$ cat src/rtl/pwm_rampa_motor.sv
// Soft-start motor PWM: ramps duty one point every PASO periods toward the sel_* target, with a fault lock-out.
// Optional FRENO_RAPIDO_EN: a drop to target 0 cuts duty to 0 at the next period end instead of ramping down.
module pwm_rampa_motor #(
  parameter int PRESC = 1,
  parameter int PASO  = 4
) (
  input  logic       clk,
  input  logic       reset,
  input  logic       sel_30,
  input  logic       sel_50,
  input  logic       sel_100,
  output logic       pwm_out,
  output logic [6:0] duty,
  output logic       en_rampa,
  output logic       falla
);

  localparam logic [2:0] REPOSO   = 3'd0;
  localparam logic [2:0] SUBIENDO = 3'd1;
  localparam logic [2:0] BAJANDO  = 3'd2;
  localparam logic [2:0] ESTABLE  = 3'd3;
  localparam logic [2:0] FALLA    = 3'd4;

  logic [15:0] pre;
  logic [6:0]  cnt;
  logic [7:0]  step;
  logic [6:0]  target;
  logic [2:0]  state;
  logic        ok_cnt;

  logic [1:0] n_hot;
  logic       multi;
  logic [6:0] sel_tgt;
  logic       tick, period_end, step_end;
  logic [2:0] cmp_state;

  assign n_hot   = 2'(sel_30) + 2'(sel_50) + 2'(sel_100);
  assign multi   = (n_hot > 2'd1);
  assign sel_tgt = sel_100 ? 7'd100 : sel_50 ? 7'd50 : sel_30 ? 7'd30 : 7'd0;

  assign tick       = (pre == 16'(PRESC - 1));
  assign period_end = tick && (cnt == 7'd99);
  assign step_end   = period_end && (step == 8'(PASO - 1));

  always_comb begin
    cmp_state = ESTABLE;
    if (duty < target)      cmp_state = SUBIENDO;
    else if (duty > target) cmp_state = BAJANDO;
    else if (target == 7'd0) cmp_state = REPOSO;
  end

  always_ff @(posedge clk or posedge reset) begin
    if (reset) begin
      pre    <= '0;
      cnt    <= '0;
      step   <= '0;
      target <= '0;
      duty   <= '0;
      state  <= REPOSO;
      ok_cnt <= 1'b0;
    end else begin
      pre <= tick ? 16'd0 : pre + 16'd1;
      if (tick) cnt <= (cnt == 7'd99) ? 7'd0 : cnt + 7'd1;
      // Step phase keeps running across target changes so reversals land on the same grid.
      if (period_end) step <= step_end ? 8'd0 : step + 8'd1;
      if (!multi) target <= sel_tgt;

      if (multi) begin
        state  <= FALLA;
        duty   <= '0;
        ok_cnt <= 1'b0;
      end else if (state == FALLA) begin
        duty <= '0;
        if (ok_cnt) begin
          state  <= REPOSO;
          ok_cnt <= 1'b0;
        end else begin
          ok_cnt <= 1'b1;
        end
      end else begin
`ifdef FRENO_RAPIDO_EN
        if (target == 7'd0) begin
          if (period_end) duty <= '0;
          state <= REPOSO;
        end else begin
          if (step_end) begin
            if (duty < target && duty < 7'd100) duty <= duty + 7'd1;
            else if (duty > target && duty != 7'd0) duty <= duty - 7'd1;
          end
          state <= cmp_state;
        end
`else
        if (step_end) begin
          if (duty < target && duty < 7'd100) duty <= duty + 7'd1;
          else if (duty > target && duty != 7'd0) duty <= duty - 7'd1;
        end
        state <= cmp_state;
`endif
      end
    end
  end

  // duty only changes together with the 99->0 wrap, so each period sees one duty value.
  assign pwm_out  = (cnt < duty) && (state != FALLA);
  assign en_rampa = (state == SUBIENDO) || (state == BAJANDO);
  assign falla    = (state == FALLA);

endmodule

$ cat config.mk
export PLATFORM = sky130hd
export DESIGN_NAME = pwm_rampa_motor
export DESIGN_NICKNAME = d
export VERILOG_FILES = /design/src/rtl/pwm_rampa_motor.sv
export SDC_FILE = /design/constraint.sdc
export NUM_CORES = 1
export LEC_CHECK = 0
export BUFFER_PORTS_ARGS = -buffer_cell sky130_fd_sc_hd__buf_2
export CAP_MARGIN = 10
export CORE_UTILIZATION = 30
export CTS_CLUSTER_DIAMETER = 30
export DETAILED_ROUTE_END_ITERATION = 16
export GPL_TIMING_DRIVEN = 0
export HOLD_SLACK_MARGIN = 0.15
export MAX_ROUTING_LAYER = met4
export PLACE_DENSITY = 0.46
export RECOVER_POWER = 25
export SYNTH_ARGS = -nofsm -noshare
export SYNTH_HDL_FRONTEND = slang
export SYNTH_SLANG_ARGS = --single-unit
$ cat constraint.sdc
create_clock -name clk -period 3.6 [get_ports clk]
set_input_delay 0.54 -clock clk [delete_from_list [all_inputs] [get_ports clk]]
set_output_delay 0.54 -clock clk [all_outputs]
set_load 0.01 [all_outputs]
Yosys cells after proc, flatten, opt, wreduce, memory -nomap -nowiden. Index checks and enable logic that the tools add are counted.

Reductions and logical operators: 13. Equality and inequality tests: 7. Multiplexer cells: 20. Add/subtract/negate cells: 7. $lt $le $gt $ge: 5.

Operator list (number): 7-bit two-way mux (7); 16-bit by 1-bit adder with 16-bit output (second input constant) (1); 16-bit zero test (1); 16-bit two-way mux (1); 7-bit by 1-bit adder with 7-bit output (second input constant) (2); 7-bit less-than comparator (2); 3-bit two-way mux (3); 8-bit by 1-bit adder with 8-bit output (second input constant) (1); 8-bit by 2-bit equality test with 1-bit output (second input constant) (1); 8-bit two-way mux (1); 7-bit equality test (second input constant) (1); 7-bit greater-than comparator (1); 7-bit zero test (1); 7-bit less-than comparator (second input constant) (1); 7-bit nonzero test (1); 7-bit by 1-bit subtractor with 7-bit output (second input constant) (1); 2-bit two-way mux (3); 6-bit two-way mux (1); 1-bit logical AND (5); 5-bit two-way mux (1); 4-bit nonzero test (1); 3-bit by 1-bit equality test with 1-bit output (second input constant) (1); 3-bit by 2-bit equality test with 1-bit output (second input constant) (1); 3-bit equality test (second input constant) (1); other kinds (10) (12).

Register bits after elaboration: 49. Input bits: 5.

Logic depth before layout (Yosys ltp).
Depth after elaboration: 7. Mapped depth: 13.

Least setup slack after synthesis. No wires, ideal clock.

Path kind: register to register. Start: register duty[5]. End: register duty[6]. Buffers on the path: 0. Arrival time: 2848 ps. Period minus slack after synthesis: 2928 ps. Library setup time: 81 ps. Cell stages (with the launch flop): 13. Slack: 672 ps. Path through: dfrtp_1 > ha_1 > a21o_1 > a21oi_1 > o311a_1 > inv_1 > ha_1 > nor2b_1 > o31a_1 > o22ai_1 > mux2i_1 > or3_1 > a21oi_1.

Word-level cells in the longest chain between the ends: 6. Elaborated cells between the ends (all ways): 15. Those cells by class: add/sub: 2; order compare: 3; mux: 5; reduce/logical: 5.

RTL lines: start, declared (line 13) `output logic [6:0] duty,`; start signal, assigned (line 94) `if (duty < target && duty < 7'd100) duty <= duty + 7'd1;`; start signal, assigned (line 95) `else if (duty > target && duty != 7'd0) duty <= duty - 7'd1;`; 7-bit by 1-bit subtractor with 7-bit output or 7-bit less-than comparator (tied branches) (line 95, 94); 7-bit two-way mux or 1-bit logical AND (tied branches) (line 95, 94); 7-bit two-way mux (line 94); 7-bit two-way mux (line 93) `if (step_end) begin`; 7-bit two-way mux (line 72) `end else if (state == FALLA) begin`; 7-bit two-way mux (line 68) `if (multi) begin`.

Several ways; a longest one is shown, not always the timed one. The select of a mux whose other input is x is not followed. A chain may end at the register's enable or synchronous reset.

Worst setup path after layout. Same ends and word-level chain as after synthesis.

==> run summary <==
outcome: finished, violations left
failing checks: max-capacitance violations, max-slew violations
vias in the first global route: 1912
Final HPWL DP: 3.817 mm
number of max-cap violations: 1
antenna-violating nets left: 0
internal power: 801.3 uW
Die Footprint: 9498 um2
Psw: 282.8 uW
Finished Core Util: 35.09%
Adder-Cell Fraction of Synth Area: 11.26%
Combinational Power Share: 11.0%
global-route usage over all layers: 12.23%
GPL Wtd Cong: 0.7256
cell count after synthesis: 273
site row count: 34
die width: 97.46 um
commonest cells after routing, fill and taps aside: 47 x dfrtp_1, 26 x nor2_1, 24 x nand2_1
multiplexer area fraction after synthesis: 2.654%
total power: 1084 uW
sw frac: 26.09%
Critical path buffers and inverters: 1
min-delay worst type: flop to flop
RSZ-0062 raised after global routing: no
arrival time worst endpoint: 3480 ps
Final Hold Vio Count: 0
syn_nets: 302
Setup WS pre-CTS: 371.0 ps
chip height: 97.46 um
Starting Density: 31.20%
deepest clock path buffer count: 2
root buffer cell: clkbuf_8
vias: 1929
Compound-Gate Fraction of Synth Area: 10.25%
shortest period the worst path allows: 3258 ps
share of power burned in the clock network: 37.2%
Critical Path Start Type: flop
Post-Route WL: 5.173 mm
hold_sp: step[7]$_DFFE_PP0P_
IO Port Bufs: 14
drt pass-1 iters: 4
syn_area_per_cell: 10.01 um2
part of the cycle the worst path needs: 90.49%
setup TNS: 0 ps
WS Path Type: flop to flop
Area Growth Syn to Fin: 12.49%
synthesized area: 2734 um2
CTS resizes: 0
wire length of the first global-routing pass: 9.108 mm
Skew-Pair Late Insertion Delay: 310 ps
Cell Area, Placed: 2959 um2
Synth Area in Simple Gates: 21.46%
sequential share of power: 51.8%
Core ar.: 8763 um2
library cells used by synthesis: 49
setup ws final: 342.2 ps
Yosys reg bits: 47
crit end category: flop
antenna cells: 0
delay-heaviest family, CP: compound AO/OA/AOI/OAI gates
r2r startpoint: duty[5]$_DFFE_PP0P_
grt ovf: 0
Peak supply drop: 177.8 uV
largest net degree at the start of global routing: 38
CP startpoint: duty[5]$_DFFE_PP0P_
Lkg Pwr: 0.001448 uW
Clk pin slew, worst setup/hold paths: 100 ps
Worst Path Required: 3820 ps
critical path's slowest cell: dfrtp_1
CP Cell Sequence: ha_1, a21o_1, a21oi_1, o311a_1, inv_1, ha_1, nor2b_1, o31a_1, o22ai_1, mux2i_1, or3_1, a21oi_1
Seq/Total Area, Yosys: 43.02%
commonest non-fill, non-tap cell in the layout: dfrtp_1
NumNets Final: 325
IO Pins: 15
EDFF count, synth: 0
CP max FO: 6
Slew @ Worst Pin: 1694 ps
clock skew: 13.23 ps
WL/cell: 12.77 um
peak per-stage delay on the critical path: 440 ps
XOR/XNOR share of the synthesized area: 8.009%
routed vias/inst: 4.763
largest family of logic cells by synthesized area: simple AND/OR/NAND/NOR gates
Main synth FF type: dfrtp_1
max_slew headroom: -12.93%
Clock Sinks: 47
Fmax achieved: 307.0 MHz
CTS tree: built
layout cells sized above 1: 12.12%
warnings from Yosys: 0
Final setup violation count: 0
initial DRC count: 52
max-slew violation count: 38
H-tree depth: 2
Post-synth ARST share: 100.0%
Num CTS Buffers: 5
Design Area, Final: 3075 um2
power density over cell area: 352.5 nW/um2
initial antenna violation count: 0
# DRC: 0
## synthesized netlist by cell type, drive strengths merged, types with 4 or more instances
library cell	n	area share, %
ha	23	11
nor2	28	4.2
xor2	6	1.9
inv	20	2.7
a21oi	12	2.2
nand4	6	1.6
and3	4	0.92
nand2	25	3.5
nand3	15	2.7
xnor2	19	6.1
nor3	7	1.5
mux2i	5	1.8
o21ai	12	2.2
nor4	4	2.2
dfrtp	47	43
## metrics by stage
stage,hold WS (ps),cells
after floorplan,443.7,273
after global placement,468.9,395
after detailed placement,471.0,396
after CTS,487.5,405
after global routing,499.2,405
final,481.3,405
## kinds of logic (layout without fill, tap and decap cells)
family,Yosys count,count (layout)
and+or+nand+nor,104,104
DFF,47,47
AOI/OAI and AO/OA,44,44
xor gates and xnor gates,25,25
adders and majority gates,24,24
buffers and inverters,22,46
muxes,7,7
## path summary, 6_finish.rpt
path                                  endpoint  slack [ps]  cells past startpoint
max reg2reg                duty[6]$_DFFE_PP0P_         340                     12
max in group asynchronous  duty[6]$_DFFE_PP0P_         820                      4
max                        duty[6]$_DFFE_PP0P_         340                     12
min in group asynchronous    pre[10]$_DFF_PP0_         750                      3
min reg2reg                step[7]$_DFFE_PP0P_         480                      1
min                        step[7]$_DFFE_PP0P_         480                      1
## per-layer routing
metal | global-route usage [%] | share of wire, % | vias up
met3 | 2.374 | 2.7 | 5
li1 | - | - | 1007
met1 | 16.21 | 52 | 895
met2 | 18.77 | 43 | 22
met4 | 4.072 | 1.4 | 0
met5 | - | 0 | -
## flip-flops by register name, indices dropped and copies added, names as in the netlist
signal  cells
duty        7
step        8
ok_cnt      1
target      5
cnt         7
state       3
pre        16
## power by group through the flow
stage	clock network (uW)	logic, uW	registers [uW]
global route	441	141	564
CTS	418	124	562
floorplan	0	85.9	568
global placement	0	120	573
detailed placement	0	122	572
finish	404	119	562
## repair_timing
item	4_1_cts	5_1_grt
hold buffers	1	0
setup buffers	0	0
endpoints found under the hold margin	5	0
endpoints found under the setup margin	0	0
## layout make-up
class                      count  area [um2]
clock buffer                   5       68.82
clock inverter                 3       46.29
sequential                    47        1176
fill                         874        5688
tap                          108       135.1
inverter                      20       75.07
buffer                         2       16.27
multi-input combinational    204        1466
timing repair buffer          16       91.34
Power figures use the tool's default switching activity.
